### src/rtl/mem_arb_pkg.sv
// Shared types and constants for the instruction/data block memory arbiter.
package mem_arb_pkg;

   localparam int ADDR_W            = 32;
   localparam int BLOCK_W           = 256;
   localparam int BLOCK_OFFSET_BITS = 5;

   typedef enum logic [1:0] {
      IDLE   = 2'd0,
      ACCESS = 2'd1,
      RESP   = 2'd2
   } state_t;

   typedef enum logic {
      SIDE_I = 1'b0,
      SIDE_D = 1'b1
   } side_t;

endpackage

### src/rtl/rr_arbiter2.sv
// Two-requester round-robin: on a tie the side not granted last wins.
module rr_arbiter2
   import mem_arb_pkg::*;
(
   input  logic  clock,
   input  logic  reset,
   input  logic  req_i,
   input  logic  req_d,
   input  logic  grant_en,
   input  side_t grant_side,
   output logic  grant_valid,
   output side_t grant_sel
);

   side_t last_q;

   always_ff @(posedge clock) begin
      if (reset) begin
         last_q <= SIDE_I;
      end else if (grant_en) begin
         last_q <= grant_side;
      end
   end

   always_comb begin
      grant_valid = req_i | req_d;
      grant_sel   = SIDE_I;
      if (req_i && req_d) begin
         grant_sel = (last_q == SIDE_I) ? SIDE_D : SIDE_I;
      end else if (req_d) begin
         grant_sel = SIDE_D;
      end
   end

endmodule

### src/rtl/block_mem_arbiter.sv
// Shares the 256-bit block memory port between the I-side and D-side requesters,
// sequencing each fixed-latency access with a down-counter.
module block_mem_arbiter
   import mem_arb_pkg::*;
#(
   parameter int MEM_LATENCY = 4,
   parameter int ADDR_W      = 32,
   parameter int BLOCK_W     = 256
) (
   input  logic               CLOCK,
   input  logic               RESET,
   input  logic               IReq_IN,
   input  logic [ADDR_W-1:0]  IAddr_IN,
   output logic [BLOCK_W-1:0] IBlock_OUT,
   output logic               IAck_OUT,
   output logic               IStall_OUT,
   input  logic               DReadReq_IN,
   input  logic               DWriteReq_IN,
   input  logic [ADDR_W-1:0]  DAddr_IN,
   input  logic [BLOCK_W-1:0] DBlock_IN,
   output logic [BLOCK_W-1:0] DBlock_OUT,
   output logic               DAck_OUT,
   output logic               DStall_OUT,
   output logic [ADDR_W-1:0]  MemAddress_OUT,
   output logic               MemBlockRead_OUT,
   output logic               MemBlockWrite_OUT,
   output logic [BLOCK_W-1:0] MemBlock_OUT,
   input  logic [BLOCK_W-1:0] MemBlock_IN
);

   localparam int CNT_W = $clog2(MEM_LATENCY + 1);
   localparam logic [CNT_W-1:0]  CNT_LOAD   = CNT_W'(MEM_LATENCY - 1);
   localparam logic [ADDR_W-1:0] ALIGN_MASK = ~(ADDR_W'((1 << BLOCK_OFFSET_BITS) - 1));

   state_t             state_q, state_d;
   side_t              side_q, grant_sel;
   logic               grant_valid, write_q, done, d_req, iack_q, dack_q;
   logic [CNT_W-1:0]   cnt_q;
   logic [ADDR_W-1:0]  addr_q, sel_addr;
   logic [BLOCK_W-1:0] wdata_q, iblock_q, dblock_q;

   assign d_req    = DReadReq_IN | DWriteReq_IN;
   assign done     = (state_q == ACCESS) && (cnt_q == '0);
   assign sel_addr = (grant_sel == SIDE_D) ? DAddr_IN : IAddr_IN;

   rr_arbiter2 u_arb (
      .clock       (CLOCK),
      .reset       (RESET),
      .req_i       (IReq_IN),
      .req_d       (d_req),
      .grant_en    (done),
      .grant_side  (side_q),
      .grant_valid (grant_valid),
      .grant_sel   (grant_sel)
   );

   always_ff @(posedge CLOCK) begin
      if (RESET) begin
         state_q <= IDLE;
      end else begin
         state_q <= state_d;
      end
   end

   always_comb begin
      state_d = state_q;
      case (state_q)
         IDLE:    if (grant_valid) state_d = ACCESS;
         ACCESS:  if (cnt_q == '0) state_d = RESP;
         RESP:    state_d = IDLE;
         default: state_d = IDLE;
      endcase
   end

   // A write wins when the D side raises read and write together.
   always_ff @(posedge CLOCK) begin
      if (RESET) begin
         side_q   <= SIDE_I;
         write_q  <= 1'b0;
         cnt_q    <= '0;
         addr_q   <= '0;
         wdata_q  <= '0;
         iblock_q <= '0;
         dblock_q <= '0;
         iack_q   <= 1'b0;
         dack_q   <= 1'b0;
      end else begin
         iack_q <= done && (side_q == SIDE_I);
         dack_q <= done && (side_q == SIDE_D);
         if (state_q == IDLE && grant_valid) begin
            side_q  <= grant_sel;
            write_q <= (grant_sel == SIDE_D) && DWriteReq_IN;
            addr_q  <= sel_addr & ALIGN_MASK;
            cnt_q   <= CNT_LOAD;
            if (grant_sel == SIDE_D) begin
               wdata_q <= DBlock_IN;
            end
         end else if (state_q == ACCESS && cnt_q != '0) begin
            cnt_q <= cnt_q - 1'b1;
         end
         if (done && !write_q) begin
            if (side_q == SIDE_I) begin
               iblock_q <= MemBlock_IN;
            end else begin
               dblock_q <= MemBlock_IN;
            end
         end
      end
   end

   assign MemBlockRead_OUT  = (state_q == ACCESS) && !write_q;
   assign MemBlockWrite_OUT = (state_q == ACCESS) && write_q;
   assign MemAddress_OUT    = addr_q;
   assign MemBlock_OUT      = wdata_q;
   assign IBlock_OUT        = iblock_q;
   assign DBlock_OUT        = dblock_q;
   assign IAck_OUT          = iack_q;
   assign DAck_OUT          = dack_q;
   assign IStall_OUT        = IReq_IN & ~iack_q;
   assign DStall_OUT        = d_req & ~dack_q;

endmodule

### config.mk
export PLATFORM = sky130hd
export DESIGN_NAME = block_mem_arbiter
export DESIGN_NICKNAME = d
export VERILOG_FILES = /design/src/rtl/mem_arb_pkg.sv /design/src/rtl/rr_arbiter2.sv /design/src/rtl/block_mem_arbiter.sv
export SDC_FILE = /design/constraint.sdc
export NUM_CORES = 2
export LEC_CHECK = 0
export CORE_AREA = 2 2 547 549
export DETAILED_ROUTE_END_ITERATION = 6
export DIE_AREA = 0 0 549 551
export DONT_BUFFER_PORTS = 1
export PLACE_DENSITY = 0.3
export SYNTH_ARGS = -nofsm -noshare
export SYNTH_HDL_FRONTEND = slang
export SYNTH_SLANG_ARGS = --single-unit
### constraint.sdc
create_clock -name CLOCK -period 1.6 [get_ports CLOCK]
set_clock_uncertainty 0.05 [all_clocks]
set_input_delay 0.08 -clock CLOCK [delete_from_list [all_inputs] [get_ports CLOCK]]
set_output_delay 0.08 -clock CLOCK [all_outputs]
set_load 0.05 [all_outputs]
# After elaboration in Yosys (flattened, before gate mapping)
# Index checks and enable logic that the tools add are counted.
[totals]
regBits = 805
in_bits = 581
wordCells = 52
[op_classes]
add_sub_neg = 1
eq_ne = 3
mux = 9
n_bitwise = 7
reduce_logical = 20
[op_table]
columns = ["cell", "n"]
rows = [
  ["32-bit 2-to-1 mux", 1],
  ["1-bit logical AND", 10],
  ["2-bit 2-to-1 mux", 4],
  ["2-bit AND reduction", 4],
  ["2-bit one-hot mux with 2 select lines", 1],
  ["3-bit logical NOT", 1],
  ["1-bit 2-to-1 mux", 3],
  ["1-bit NOT", 3],
  ["3-bit nonzero test", 1],
  ["3-bit by 1-bit subtractor with 3-bit output, second input constant", 1],
  ["1-bit bitwise AND", 2],
  ["2-bit by 1-bit equality test with 1-bit output, second input constant", 1],
  ["2-bit logical NOT", 1],
  ["2-bit by 1-bit != test with 1-bit output, second input constant", 1],
  ["2-bit != test, second input constant", 1],
  ["1-bit bitwise OR", 2],
  ["2-bit nonzero test", 1],
  ["2-bit OR reduction", 1],
  ["1-bit logical NOT", 1],
]

# Depth between registers and ports, before layout
[logic_depth]
word_depth = 4
depth_mapped = 8
mapped_depth_nobuf = 5

# Cells and area by module
# Synthesis repeated with hierarchy kept, for this count alone.
[unflattened]
hier_cells = 3228
area_unflattened_um2 = 31626.6
[modules_own_cells]
columns = ["mod", "n_inst", "cells_per_inst", "area_per_inst_um2", "seq_area_each_um2"]
rows = [
  ["block_mem_arbiter", 1, 3223, 31579.0, 16095.4],
  ["rr_arbiter2", 1, 5, 47.5, 20.0],
]

# Least setup slack after synthesis
# OpenSTA, ideal clock, no wires.
[synth_path]
path_type = "reg2reg"
from = "reg cnt_q[0]"
to = "reg dblock_q[215] (netlist: DBlock_OUT[215])"
setup_ps = 120
t_arrival_ps = 1646
required_time_ps = 1430
slack_ps = -216
stages_incl_launch_ff = 9
period_less_slack_ps = 1816
cell_sequence = "dfxtp_1 -> inv_1 -> ha_1 -> nand4bb_4 -> or3b_1 -> buf_2 -> buf_6 -> buf_6 -> mux2i_1"
[synth_between]
elab_chain_len = 4
[synth_lines]
columns = ["element", "line_no", "source"]
rows = [
  ["start: declaration", "block_mem_arbiter.sv:38", "logic [CNT_W-1:0] cnt_q;"],
  ["start signal: assignment", "block_mem_arbiter.sv:99", "cnt_q <= cnt_q - 1'b1;"],
  ["3-bit logical NOT", "block_mem_arbiter.sv:43", "assign done = (state_q == ACCESS) && (cnt_q == '0);"],
  ["1-bit logical AND", "block_mem_arbiter.sv:43", ""],
  ["1-bit logical AND", "block_mem_arbiter.sv:101", "if (done && !write_q) begin"],
  ["2-bit AND reduction (no source line)", "-", ""],
  ["end signal: assignment", "block_mem_arbiter.sv:105", "dblock_q <= MemBlock_IN;"],
  ["end: declaration", "block_mem_arbiter.sv:40", "logic [BLOCK_W-1:0] wdata_q, iblock_q, dblock_q;"],
]
# No other way between the ends.
# A chain may end at the register's enable or synchronous reset.

# Worst setup path after layout
[layout_path]
from = "reg cnt_q[1]"
to = "reg dblock_q[137] (netlist: DBlock_OUT[137])"
# The elaborated chain is that of the path after synthesis.

==> results.toml <==
[cells_and_area]
final_cell_area_um2 = 64400
syn_to_final_growth_pct = 100
post-route-util = 0.217
mostFrequentLayoutCell = "dlygate4sd3_1"
drive_gt1_frac = 0.236
final_cell_mix = "1456 x dlygate4sd3_1, 907 x buf_4, 802 x dfxtp_1"
nets = 6201

[critical_path]
path_cells = "inv_2 -> ha_4 -> nand4bb_4 -> or3b_4 -> buf_12 -> buf_16 -> mux2i_1"
cp.required_ns = 2.26
critPathArrivalTime_ns = 2.70
max_stage_delay_ns = 0.44
reg2reg_slack_ns = -0.44
crit_fanout = 19
worstSetupStartpointType = "register"
path_class = "reg2reg"
slowest_stage = "or3b_4"
cp-end-kind = "register"
r2r_cells = 7

[floorplan]
rows = 200
core_area_um2 = 296000
die_h_um = 551
die_area_um2 = 302000
start_util = 0.109
die_x_um = 549
io_pins = 1387

[power_and_ir_drop]
ir_drop_mv = 0.781
cellLeakagePower_nw = 24.9
power_density_nw_per_um2 = 1010
p_total_mw = 65.2

[sta]
fin_crit_sh = 1.28
drv_slew = 0
post-route-min-period_ns = 2.04
max_freq_mhz = 489
setup_viol = 844
tns_ns = -200.66
fin_ws_ns = -0.444
tightest_slew_ns = 1.20
rsz0062_at_grt = "true"
slew_headroom = 0.202
hold_violations = 0

[routing]
ant_nets = 0
vias = 34400
wl_per_cell_um = 21.8
drt_wl_total_um = 211000
first_iter_violations = 1838
drc = 0
firstDrtPassIters = 5
routed_via_density = 3.56

[logic_synthesis]
synthArstFlopShare = 0
synth_top_area_share = 0.500
synth_ff_type = "dfxtp_1"
yosys_warnings = 0
ys_seq_elements = 805
synth_compound_area_frac = 0.0939
synthAdderAreaFrac = 0.000777
syn_inst = 3317
synth_top_family_by_area = "simple AND/OR/NAND/NOR gates"
synth.avg_cell_area_um2 = 9.71
synth_edf_count = 0
seq_area_frac_synth = 0.500
yosysTopAreaCell = "dfxtp_1"
synth.distinct_cells = 30
synth_xor_xnor_area_share = 0
synthSimpleGateAreaFrac = 0.201
ys_top_cells_by_area = "dfxtp_1 50%, mux2i_1 16%, nand2b_1 15%"
synth.mux.area_fraction = 0.159
syn_area_um2 = 32200

[placement]
place_hpwl_um = 151000
placed_area_um2 = 43500
gp_congestion = 0.868
io_buffers = 0
preCtsSetupSlack_ns = -0.469

[clock_network]
clock-sinks = 805
clk_latency_ns = 0.82
cts_tree = "built"
cts_root_buf = "clkbuf_16"
clk_pin_slew_ns = 0.06
cts_buffers = 109
cts-htree-levels = 3
clk_path_buf_depth = 4

[job]
cap_viol_max_count = 0

[global_route]
grt_pass1_vias = 33900
gr-total-overflow = 0
grt_pass1_wl_um = 270000
grt_util_all_layers = 0.124
grt_max_degree = 1061
antenna_found_initial = 48

[outcome]
outcome = "finished with violations"
failed_checks = "setup timing"

[min_path]
hold_depth = 3
hold_class = "in2reg"
==> through the flow <==
stage,hold WS (ns),instances
floorplan,0.178,3321
global placement,0.182,7910
detailed placement,0.186,7910
CTS,-0.490,9385
global route,-0.0150,9661
finish,0.00644,9665
==> power by group <==
| group | switching [mW] | internal, mW | total (mW) |
|---|---|---|---|
| combinational | 11.0 | 6.95 | 17.9 |
| sequential | 0.786 | 21.3 | 22.1 |
| clock | 10.3 | 14.8 | 25.1 |
==> logic make-up (layout without fill, tap and decap cells) <==
logic type               count (synthesis)  count (layout)
AND/OR/NAND/NOR                       1107            1107
flip-flops                             805             805
AO/OA/AOI/OAI                          580             580
multiplexers                           512             512
buffers and inverters                  310            2691
adder cells (fa/ha/maj)                  2               2
other                                    1              29
==> critical path: cells and delay by family, from the launching register on <==
family,cells,cell delay [ns]
adder cells (fa/ha/maj),1,0.15
buffers and inverters,3,0.51
flip-flops,1,0.32
multiplexers,1,0.14
AND/OR/NAND/NOR,2,0.60
==> state kept, by name, summed over array words and instances (netlist names) <==
signal and cells:
DAck_OUT 1, DBlock_OUT 256, IAck_OUT 1, IBlock_OUT 256
MemAddress_OUT 27, MemBlock_OUT 256, cnt_q 3, side_q 1
state_q 2, u_arb.last_q 1, write_q 1
==> cell usage after synthesis, drive strengths merged (2+ instances only) <==
cell,n
ha,2
a311oi,27
nor3,3
clkbuf,230
nand3,259
o21ai,261
inv,3
and2,2
nand2b,770
a21oi,287
dfxtp,805
nand2,58
buf,77
a31oi,2
nor2,6
nor2b,3
or3,2
mux2i,512
==> area by class of cell <==
cell class	instances	area, um2
clock buffer	154	3150
antenna	24	60.1
tap	3939	4930
multi-input combinational	2206	15600
timing repair buffer	2493	24100
sequential	805	16100
clock inverter	41	463
inverter	3	11.3
fill	32400	232000
==> path summary, 6_finish.rpt <==
check,startpoint,end
worst max-delay path,cnt_q[1]$_SDFFE_PP0P_,DBlock_OUT[137]$_SDFFE_PP0P_
worst min-delay path,DBlock_IN[166],MemBlock_OUT[166]$_SDFFE_PP0P_
worst max register to register,cnt_q[1]$_SDFFE_PP0P_,DBlock_OUT[137]$_SDFFE_PP0P_
worst min register to register,MemBlock_OUT[52]$_SDFFE_PP0P_,MemBlock_OUT[52]$_SDFFE_PP0P_
==> what timing repair did <==
| item | CTS | global route |
|---|---|---|
| endpoints found under the hold margin | 805 | 176 |
| hold buffers | 1276 | 180 |
| pin swaps | 0 | 54 |
| cloned | 2 | 44 |
| setup buffers | 2 | 28 |
| setup endpoints to repair | 1063 | 1004 |
| resized for setup | 20 | 281 |
==> per-layer routing <==
metal | vias to the layer above | track usage | share of wire
met5 | - | 0 | 0.00013
met4 | 4 | 0.0492 | 0.042
met3 | 338 | 0.0345 | 0.067
met2 | 1360 | 0.224 | 0.50
met1 | 16700 | 0.136 | 0.39
li1 | 15900 | - | -
Note: power is estimated with default switching activity, not from simulation.
